### src/rtl/rv_ctrl_pkg.sv
// Shared types and constants for the RV32I multicycle control FSM.
package rv_ctrl_pkg;

  localparam logic [6:0] OPC_OP     = 7'b0110011;
  localparam logic [6:0] OPC_OP_IMM = 7'b0010011;
  localparam logic [6:0] OPC_LOAD   = 7'b0000011;
  localparam logic [6:0] OPC_STORE  = 7'b0100011;
  localparam logic [6:0] OPC_BRANCH = 7'b1100011;
  localparam logic [6:0] OPC_JAL    = 7'b1101111;
  localparam logic [6:0] OPC_JALR   = 7'b1100111;
  localparam logic [6:0] OPC_LUI    = 7'b0110111;
  localparam logic [6:0] OPC_AUIPC  = 7'b0010111;

  typedef enum logic [2:0] {
    FETCH  = 3'd0,
    DECODE = 3'd1,
    EXEC   = 3'd2,
    MEM    = 3'd3,
    WB     = 3'd4
  } state_e;

  typedef enum logic [3:0] {
    ADD    = 4'd0,
    SUB    = 4'd1,
    SLL    = 4'd2,
    SLT    = 4'd3,
    SLTU   = 4'd4,
    XOR    = 4'd5,
    SRL    = 4'd6,
    SRA    = 4'd7,
    OR     = 4'd8,
    AND    = 4'd9,
    COPY_B = 4'd10
  } alu_op_e;

  typedef enum logic [1:0] {
    PcPlus4  = 2'd0,
    PcAluOut = 2'd1,
    PcAlu    = 2'd2
  } pc_sel_e;

  typedef enum logic [1:0] {
    WbAluOut = 2'd0,
    WbMdr    = 2'd1,
    WbPc4    = 2'd2
  } wb_sel_e;

  typedef enum logic [3:0] {
    ClsOp     = 4'd0,
    ClsOpImm  = 4'd1,
    ClsLoad   = 4'd2,
    ClsStore  = 4'd3,
    ClsBranch = 4'd4,
    ClsJal    = 4'd5,
    ClsJalr   = 4'd6,
    ClsLui    = 4'd7,
    ClsAuipc  = 4'd8
  } insn_cls_e;

  // alt selects SUB/SRA for funct3 000/101; callers decide when alt is meaningful.
  function automatic alu_op_e alu_op_from(input logic [2:0] funct3, input logic alt);
    alu_op_e op;
    case (funct3)
      3'b000:  op = alt ? SUB : ADD;
      3'b001:  op = SLL;
      3'b010:  op = SLT;
      3'b011:  op = SLTU;
      3'b100:  op = XOR;
      3'b101:  op = alt ? SRA : SRL;
      3'b110:  op = OR;
      default: op = AND;
    endcase
    return op;
  endfunction

endpackage

### src/rtl/ctrl_decode.sv
// Combinational instruction decode: class, legality and ALU operation.
module ctrl_decode
  import rv_ctrl_pkg::*;
(
  input  logic [6:0] i_opcode,
  input  logic [2:0] i_funct3,
  input  logic       i_funct7_5,
  output logic [3:0] o_cls,
  output logic       o_legal,
  output logic [3:0] o_alu_op
);

  // Classify opcode, reject reserved funct3 encodings, pick ALU op.
  always_comb begin
    o_cls    = ClsOp;
    o_legal  = 1'b1;
    o_alu_op = ADD;
    case (i_opcode)
      OPC_OP: begin
        o_cls    = ClsOp;
        o_alu_op = alu_op_from(i_funct3, i_funct7_5);
      end
      OPC_OP_IMM: begin
        o_cls    = ClsOpImm;
        // Bit 30 is immediate data except for SRAI.
        o_alu_op = alu_op_from(i_funct3, (i_funct3 == 3'b101) && i_funct7_5);
      end
      OPC_LOAD: begin
        o_cls   = ClsLoad;
        o_legal = !((i_funct3 == 3'b011) || (i_funct3 == 3'b110) || (i_funct3 == 3'b111));
      end
      OPC_STORE: begin
        o_cls   = ClsStore;
        o_legal = (i_funct3 < 3'b011);
      end
      OPC_BRANCH: begin
        o_cls   = ClsBranch;
        o_legal = !((i_funct3 == 3'b010) || (i_funct3 == 3'b011));
      end
      OPC_JAL:   o_cls = ClsJal;
      OPC_JALR:  o_cls = ClsJalr;
      OPC_LUI: begin
        o_cls    = ClsLui;
        o_alu_op = COPY_B;
      end
      OPC_AUIPC: o_cls = ClsAuipc;
      default:   o_legal = 1'b0;
    endcase
  end

endmodule

### src/rtl/multicycle_ctrl.sv
// Control FSM for the RV32I multicycle datapath; owns the instruction register.
module multicycle_ctrl
  import rv_ctrl_pkg::*;
#(
  parameter logic [31:0] RESET_IR = 32'h0000_0013
) (
  input  logic        i_clk,
  input  logic        i_reset,
  input  logic [31:0] i_instr,
  input  logic        i_imem_ready,
  input  logic        i_dmem_ready,
  input  logic        i_br_equal,
  input  logic        i_br_less,
  output logic [31:0] o_ir,
  output logic        o_imem_req,
  output logic        o_pc_we,
  output logic [1:0]  o_pc_sel,
  output logic        o_alu_a_sel,
  output logic        o_alu_b_sel,
  output logic [3:0]  o_alu_op,
  output logic        o_aluout_we,
  output logic        o_br_un,
  output logic        o_dmem_req,
  output logic        o_dmem_we,
  output logic        o_mdr_we,
  output logic        o_rd_wren,
  output logic [1:0]  o_wb_sel,
  output logic        o_insn_vld,
  output logic        o_illegal,
  output logic [2:0]  o_state
);

  state_e      state_q, state_d;
  logic [31:0] ir_q, ir_d;
  logic [3:0]  cls;
  logic        legal;
  logic [3:0]  alu_op;
  logic        is_load, is_store, is_branch, is_jump, taken;
  logic [2:0]  funct3;

  ctrl_decode u_decode (
    .i_opcode   (ir_q[6:0]),
    .i_funct3   (ir_q[14:12]),
    .i_funct7_5 (ir_q[30]),
    .o_cls      (cls),
    .o_legal    (legal),
    .o_alu_op   (alu_op)
  );

  assign funct3    = ir_q[14:12];
  assign is_load   = (cls == ClsLoad);
  assign is_store  = (cls == ClsStore);
  assign is_branch = (cls == ClsBranch);
  assign is_jump   = (cls == ClsJal) || (cls == ClsJalr);

  // Branch resolution from the external comparator.
  always_comb begin
    case (funct3)
      3'b000:         taken = i_br_equal;
      3'b001:         taken = !i_br_equal;
      3'b100, 3'b110: taken = i_br_less;
      3'b101, 3'b111: taken = !i_br_less;
      default:        taken = 1'b0;
    endcase
  end

  // Next state and all datapath controls; everything is forced idle while in reset.
  always_comb begin
    state_d     = state_q;
    ir_d        = ir_q;
    o_imem_req  = 1'b0;
    o_pc_we     = 1'b0;
    o_pc_sel    = PcPlus4;
    o_alu_a_sel = 1'b0;
    o_alu_b_sel = 1'b0;
    o_alu_op    = ADD;
    o_aluout_we = 1'b0;
    o_br_un     = 1'b0;
    o_dmem_req  = 1'b0;
    o_dmem_we   = 1'b0;
    o_mdr_we    = 1'b0;
    o_rd_wren   = 1'b0;
    o_wb_sel    = WbAluOut;
    o_insn_vld  = 1'b0;
    o_illegal   = 1'b0;
    if (!i_reset) begin
      case (state_q)
        FETCH: begin
          o_imem_req = 1'b1;
          if (i_imem_ready) begin
            ir_d    = i_instr;
            state_d = DECODE;
          end
        end
        DECODE: begin
          if (!legal) begin
            o_illegal = 1'b1;
            o_pc_we   = 1'b1;
            state_d   = FETCH;
          end else begin
            state_d = EXEC;
          end
        end
        EXEC: begin
          o_alu_op    = alu_op;
          o_alu_b_sel = (cls != ClsOp);
          o_alu_a_sel = (cls == ClsAuipc) || (cls == ClsJal) || is_branch;
          if (is_branch) begin
            o_br_un    = funct3[1];
            o_pc_we    = 1'b1;
            o_pc_sel   = taken ? PcAlu : PcPlus4;
            o_insn_vld = 1'b1;
            state_d    = FETCH;
          end else begin
            o_aluout_we = 1'b1;
            state_d     = (is_load || is_store) ? MEM : WB;
          end
        end
        MEM: begin
          o_dmem_req = 1'b1;
          o_dmem_we  = is_store;
          if (i_dmem_ready) begin
            if (is_store) begin
              o_pc_we    = 1'b1;
              o_insn_vld = 1'b1;
              state_d    = FETCH;
            end else begin
              o_mdr_we = 1'b1;
              state_d  = WB;
            end
          end
        end
        WB: begin
          o_rd_wren  = (ir_q[11:7] != 5'd0);
          o_wb_sel   = is_load ? WbMdr : (is_jump ? WbPc4 : WbAluOut);
          o_pc_we    = 1'b1;
          o_pc_sel   = is_jump ? PcAluOut : PcPlus4;
          o_insn_vld = 1'b1;
          state_d    = FETCH;
        end
        default: state_d = FETCH;
      endcase
    end
  end

  // State and instruction register.
  always_ff @(posedge i_clk or posedge i_reset) begin
    if (i_reset) begin
      state_q <= FETCH;
      ir_q    <= RESET_IR;
    end else begin
      state_q <= state_d;
      ir_q    <= ir_d;
    end
  end

  assign o_ir    = ir_q;
  assign o_state = state_q;

endmodule
### config.mk
export PLATFORM = sky130hd
export DESIGN_NAME = multicycle_ctrl
export DESIGN_NICKNAME = d
export VERILOG_FILES = /design/src/rtl/rv_ctrl_pkg.sv /design/src/rtl/ctrl_decode.sv /design/src/rtl/multicycle_ctrl.sv
export SDC_FILE = /design/constraint.sdc
export NUM_CORES = 1
export LEC_CHECK = 0
export CORE_ASPECT_RATIO = 0.75
export CORE_MARGIN = 8
export CORE_UTILIZATION = 35
export DETAILED_ROUTE_END_ITERATION = 6
export GPL_TIMING_DRIVEN = 1
export HOLD_SLACK_MARGIN = 0.03
export PLACE_DENSITY_LB_ADDON = 0.3
export RECOVER_POWER = 25
export SYNTH_ARGS = -nofsm -noshare
export SYNTH_HDL_FRONTEND = slang
export SYNTH_SLANG_ARGS = --single-unit
export TNS_END_PERCENT = 20
### constraint.sdc
create_clock -name i_clk -period 4.8 [get_ports i_clk]
set_clock_uncertainty 0.1 [all_clocks]
set_input_delay 0.96 -clock i_clk [delete_from_list [all_inputs] [get_ports i_clk]]
set_output_delay 0.96 -clock i_clk [all_outputs]
set_load 0.05 [all_outputs]
==> summary.md, run 1 <==
| Metric | Value |
|---|---|
| First-pass GRT wire length | `around 8.6 mm` |
| Core area | `between 0.005 and 0.006 sq mm` |
| H-tree depth | `2` |
| Initial Util | `a little over a third` |
| I/O Buffers | `between 90 and 100` |
| Layout cells sized above 1 | `between 20% and 30%` |
| Synth-to-Final Area Change | `57.0%` |
| Critical Path AT | `~3.2 ns` |
| Syn avg cell area | `between 10 and 15 sq um` |
| Yosys top cell by area | `dfrtp_1` |
| Syn. warnings | `0` |
| # DRC | `0` |
| Routed vias | `around 1,700` |
| CP delay by family, top | `buffers and inverters` |
| Post-synth EDFFs | `0` |
| Reg-to-reg critical path endpoint | `o_ir[8]` |
| Max cap viols | `1` |
| Pins Over Slew Limit | `37` |
| Root Buffer | `clkbuf_8` |
| 1st-pass router iterations | `4` |
| Cell count of the worst reg-to-reg path | `3` |
| Critical path class | `in -> out` |
| Total grt overflow | `0` |
| Finish-stage setup viols | `0` |
| Mapped Cells | `around 180` |
| Clk_lat worst skew | `~0.28 ns` |
| Hpwl dp | `about 4.2 mm` |
| Top post-synthesis cells by count | `dfrtp_1, mux2_2, nand2_1` |
| Slowest-stage cell, CP | `clkdlybuf4s50_1` |
| Buf+Inv Stages, Crit Path | `2` |
| Gr usage total | `between 10 and 15%` |
| Min Clock Period, post-route | `around 4.3 ns` |
| Worst slew margin | `-32.0%` |
| Clock sinks | `35` |
| Die Height | `approximately 80 microns` |
| CTS tree | `yes` |
| Flop pwr share | `31.5%` |
| Number of CTS-inserted buffers | `5` |
| Power Total | `about 1.6 mW` |
| Period utilisation layout | `89.5%` |
| Critical Path Max Stage Delay | `0.83 ns` |
| Synth top area share | `approximately two fifths` |
| CP cell instances | `dlygate4sd3_1 > nor3_1 > nand2_1 > nor3_1 > clkdlybuf4s50_1` |
| CP Launch Point | `i_reset` |
| Area of the multi-input gates | `roughly 930 sq um` |
| Post-route ant nets | `0` |
| FF+latch area | `880 sq um` |
| Critical path peak fanout | `8` |
| Switch share | `between 40% and 50%` |
| Vias in the first global route | `between 1,500 and 2,000` |
| Post-CTS sizing | `0` |
| Hold violation count in the final report | `0` |
| Nets | `~300` |
| DRT iter0 DRCs | `between 40 and 50` |
| Startpoint types | `input port` |
| Flop-to-flop setup slack | `between 2 and 3 ns` |
| Sequential area share after synthesis | `46.0%` |
| Gpl congestion | `0.859` |
| Clock buffer depth | `2` |
| Leakage Power | `about 1.2 nW` |
| Cell variety after synth | `38` |
| Dominant cells by area after synthesis | `dfrtp_1, mux2_2, dfstp_2` |
| Failing checks | `max-capacitance violations, max-slew violations` |
| Num ports | `93` |
| Number of diodes | `0` |
| HP Class | `reg -> reg` |
| P_int | `863 uW` |
| Worst Setup EP | `o_alu_op[0]` |
| Worst VDD drop | `0.283 mV` |
| Status | `finished, violations left` |
| Post-synthesis register bit count | `35` |
| Cell Area, Synth | `roughly 0.0019 sq mm` |
| Mean routed wirelength per cell | `around 16 microns` |
| Worst path depth | `5` |
| Critical Path RT | `about 3.7 ns` |
| Power density over the cells | `between 500 and 600 mW/mm^2` |
| Initial antenna violation count | `0` |
| Fmax | `about 230 MHz` |
| Switch Pwr | `slightly below 800 uW` |
| Cell Rows | `23` |
| Total Wirelength | `around 5.4 mm` |
| Syn nets | `between 200 and 250` |
| Most used DFF post-synth | `dfrtp_1` |
| RSZ-0062 raised after global routing | `false` |
| Fillers | `roughly 490` |
| Clock slew at reported path FFs | `about 0.07 ns` |
| Combinational share of power | `~55%` |
| Most used cell, CP | `nor3_1` |
| Largest net degree at the start of global routing | `37` |
| Worst-margin pin slew | `1.98 ns` |
| Clk pwr share | `about 14%` |
| Avg Vias per Cell | `4.96` |
| Setup TNS Final | `0 ns` |
| Die ar. | `0.00810 sq mm` |
| Worst r2r src | `o_state[2]` |
| Setup Buffers After CTS | `0` |
| Post-CTS Hold Fix Bufs | `0` |
| Endpoint class of the critical path | `primary output` |
| Die width | `101 microns` |
| Async set or reset register ratio after synthesis | `100%` |
[power by group through the flow]
stage / sequential [mW] / clock [mW] / combinational, mW
after detailed placement: 0.522 / 0 / 0.902
after floorplan: 0.820 / 0 / 0.296
after CTS: 0.516 / 0.242 / 0.904
after global placement: 0.516 / 0 / 0.897
final: 0.516 / 0.229 / 0.893
after global routing: 0.537 / 0.253 / 0.943
[layout by cell type (no fill, tap or decap), types with 2 or more instances in the layout]
| cell | n |
|---|---|
| nand3b_1 | 3 |
| nor2_1 | 13 |
| a21oi_1 | 13 |
| nor2b_1 | 4 |
| mux2_2 | 32 |
| nor3_1 | 11 |
| inv_1 | 5 |
| and3_1 | 2 |
| xor2_1 | 2 |
| dfstp_2 | 3 |
| dfrtp_1 | 32 |
| or3_1 | 2 |
| o21ai_0 | 5 |
| nand2_1 | 14 |
| buf_12 | 5 |
| clkbuf_8 | 6 |
| clkdlybuf4s50_1 | 86 |
| nand3_1 | 4 |
| nand2b_1 | 4 |
[cell type report]
class / instances / area share [%]
Timing Repair Buffer: 93 / 32.5
Multi-Input combinational cell: 127 / 31.1
Sequential cell: 35 / 29.3
Tap cell: 75 / 3.13
Clock buffer: 6 / 2.75
Inverter: 5 / 0.626
Clock inverter: 2 / 0.542
[flip-flops by register name, indices dropped and copies added, names as in the netlist]
register  cells
o_state       3
o_ir         32
[logic make-up (layout without fill, tap and decap cells)]
kind of cell    after synthesis  count (layout)  synth area share [%]
mux                          32              32                  18.9
flops                        35              35                  46.0
compound gates               31              31                  10.8
xor+xnor                      3               3                  1.38
buf+inv                      16             106                  5.11
simple gates                 61              61                  17.8
[layer usage]
| metal | global-route usage, % | routed length (microns) |
|---|---|---|
| met5 | 0 | 0 |
| met4 | 3.11 | 29 |
| met3 | 7.14 | 662 |
| met2 | 20.2 | 2370 |
| met1 | 16.6 | 2350 |
[worst min-delay path by stage]
stage              from       end  slack, ns  cells past startpoint
3_3_place_gp   o_ir[20]  o_ir[20]       0.39                      1
6_report       o_ir[29]  o_ir[29]       0.40                      1
2_1_floorplan  o_ir[30]  o_ir[30]       0.40                      1
3_5_place_dp   o_ir[27]  o_ir[27]       0.39                      1
4_1_cts        o_ir[20]  o_ir[20]       0.41                      1
5_1_grt        o_ir[29]  o_ir[29]       0.42                      1
[metrics by stage]
step | setup slack, ns | std cells | hold WS, ns | util, % | instance area [sq um]
floorplan | 0.279 | 178 | 0.404 | - | 1910
global placement | 0.568 | 335 | 0.386 | 54.8 | 2900
detailed placement | 0.565 | 335 | 0.395 | 54.8 | 2900
CTS | 0.558 | 343 | 0.412 | 56.7 | 3000
global route | 0.396 | 343 | 0.421 | 56.6 | 3000
finish | 0.502 | 343 | 0.405 | 56.6 | 3000
No activity file was read; power rests on OpenSTA's default activity.
==> run 2: changes to the inputs <==
- MAX_ROUTING_LAYER: unset -> met4
==> run 2 against run 1 <==
  * The run still ends with max-capacitance violations, max-slew violations left
  * Cell count unchanged
  * Critical path depth did not move
  * Power is essentially flat
  * Clock-buffer cell count is the same
  * Setup slack lost 0.0082 ns
  * Largest cell class unchanged
==> summary.md, run 2 (same netlist as run 1, synthesis figures left out) <==
| Metric | Value |
|---|---|
| Status | `finished, violations left` |
| Failing checks | `max-capacitance violations, max-slew violations` |
| First-pass GRT wire length | `8.55 mm (-0.56%)` |
| Initial Util | `36.1% (unchanged)` |
| Startpoint types | `input port` |
| Critical path class | `in -> out` |
| Hold violation count in the final report | `0 (unchanged)` |
| Flop pwr share | `31.5% (about the same)` |
| Root Buffer | `clkbuf_8` |
| Setup TNS Final | `0 ns (unchanged)` |
| Fillers | `486 (unchanged)` |
| Worst setup margin | `0.494 ns (-0.00823 ns)` |
| Critical Path AT | `3.25 ns (about the same)` |
| Core area | `0.00530 sq mm (unchanged)` |
| P_int | `863 uW (about the same)` |
| Die Height | `80.0 microns (unchanged)` |
| Worst slew margin | `-32.2% (-0.20 points)` |
| Total Wirelength | `5.41 mm (+0.17%)` |
| Die width | `101 microns (unchanged)` |
| Cell Rows | `23 (unchanged)` |
| Die ar. | `0.00810 sq mm (unchanged)` |
| Post-route ant nets | `0 (unchanged)` |
| Clk_lat worst skew | `0.28 ns (about the same)` |
| Total grt overflow | `0 (unchanged)` |
| Number of CTS-inserted buffers | `5 (unchanged)` |
| Final Hold Slack | `0.407 ns (+0.00204 ns)` |
| Initial antenna violation count | `0 (unchanged)` |
| Worst-margin pin slew | `1.98 ns (+0.00293 ns)` |
| Pins Over Slew Limit | `37 (unchanged)` |
| 1st-pass router iterations | `4 (unchanged)` |
| HP Class | `reg -> reg` |
| Area of the multi-input gates | `933 sq um (unchanged)` |
| Max cap viols | `1 (unchanged)` |
| CTS tree | `yes` |
| Number of diodes | `0 (unchanged)` |
| Gpl congestion | `0.872 (+1.6%)` |
| Nets | `305 (unchanged)` |
| I/O Buffers | `92 (unchanged)` |
| Most frequent cells in the layout | `clkdlybuf4s50_1, mux2_2, dfrtp_1` |
| Clock buffer depth | `2 (unchanged)` |
| Hpwl dp | `4.20 mm (unchanged)` |
| Combinational share of power | `54.5% (about the same)` |
| Mean routed wirelength per cell | `15.8 microns (+0.17%)` |
| Clk pwr share | `14.0% (about the same)` |
| Largest net degree at the start of global routing | `37 (unchanged)` |
| Min Clock Period, post-route | `4.31 ns (+0.00823 ns)` |
| Finish-stage setup viols | `0 (unchanged)` |
| Worst VDD drop | `0.283 mV (about the same)` |
| Vias in the first global route | `1,671 (+0.66%)` |
| Post-CTS Hold Fix Bufs | `0 (unchanged)` |
| Endpoint class of the critical path | `primary output` |
| # DRC | `0 (unchanged)` |
| Fmax | `232 MHz (-0.19%)` |
| Clock slew at reported path FFs | `0.07 ns (about the same)` |
| Avg Vias per Cell | `4.95 (about the same)` |
| Clock sinks | `35 (unchanged)` |
| Leakage Power | `1.17 nW (unchanged)` |
| FF+latch area | `880 sq um (unchanged)` |
| RSZ-0062 raised after global routing | `false` |
| Switch Pwr | `774 uW (-0.15%)` |
| Worst slack at placement | `0.565 ns (unchanged)` |
| Layout cells sized above 1 | `20.1% (unchanged)` |
| Critical path peak fanout | `8 (unchanged)` |
| Commonest non-fill, non-tap cell in the layout | `clkdlybuf4s50_1` |
| H-tree depth | `2 (unchanged)` |
| Power Total | `1.64 mW (about the same)` |
| Setup Buffers After CTS | `0 (unchanged)` |
| Number of flip-flops in the largest register | `32 (unchanged)` |
| Num ports | `93 (unchanged)` |
| Post-CTS sizing | `0 (unchanged)` |
| Synth-to-Final Area Change | `57.0% (unchanged)` |
| Switch share | `47.3% (about the same)` |
| DRT iter0 DRCs | `48 (+12%)` |
| Routed vias | `1,699 (-0.059%)` |
| Period utilisation layout | `89.7% (+0.17 points)` |
| Power density over the cells | `546 mW/mm^2 (about the same)` |
| Gr usage total | `13.8% (+0.40 points)` |
| Critical Path RT | `3.74 ns (about the same)` |
## run 2: cell counts in the layout (fill, tap and decap cells not counted)
No cell type changed its count.
## run 2: area by class of cell
type	count	share of cell area [%]
Clock buffer	6	2.75
Clock inverter	2	0.542
Inverter	5	0.626
Multi-Input combinational cell	127	31.1
Sequential cell	35	29.3
Tap cell	75	3.13
Timing Repair Buffer	93	32.5
## run 2: path summary, 6_finish.rpt
| check | from | depth (start not counted) | end | slack (ns) |
|---|---|---|---|---|
| worst min register to register | o_ir[29] | 1 | o_ir[29] | 0.41 |
| max in group asynchronous | i_reset | 3 | o_ir[7] | 1.54 |
| worst min-delay path | o_ir[29] | 1 | o_ir[29] | 0.41 |
| min in group asynchronous | i_reset | 3 | o_state[2] | 1.92 |
| worst max-delay path | i_reset | 5 | o_alu_op[0] | 0.49 |
| worst max register to register | o_state[2] | 3 | o_ir[8] | 2.75 |
## run 2: routing by layer
metal	up-vias	wire length [microns]	GRT usage [%]
met5	-	0	-
met4	0	29	3.11
met3	4	481	5.05
met2	76	2360	20.2
met1	801	2540	17.8
li1	818	-	-
## run 2: worst max-delay path, cell delays in order
cell,delay (ns)
dlygate4sd3_1,0.66
nor3_1,0.46
nand2_1,0.14
nor3_1,0.20
clkdlybuf4s50_1,0.83
## run 2: power groups by stage
| stage | clock [mW] | sequential, mW | combinational (mW) |
|---|---|---|---|
| global placement | 0 | 0.516 | 0.897 |
| floorplan | 0 | 0.820 | 0.296 |
| global route | 0.253 | 0.537 | 0.942 |
| finish | 0.229 | 0.516 | 0.893 |
| detailed placement | 0 | 0.522 | 0.902 |
| CTS | 0.242 | 0.516 | 0.904 |
## run 2: per-stage QoR
step	cells	utilization [%]	instance area, sq um
global route	343	56.6	3000
CTS	343	56.7	3000
finish	343	56.6	3000
detailed placement	335	54.8	2900
floorplan	178	-	1910
global placement	335	54.8	2900
==> run 3: changes to the inputs <==
- CTS_CLUSTER_DIAMETER: unset -> 200
==> results of run 3 <==
Final layout, timing and power as in run 2 (identical DEF).
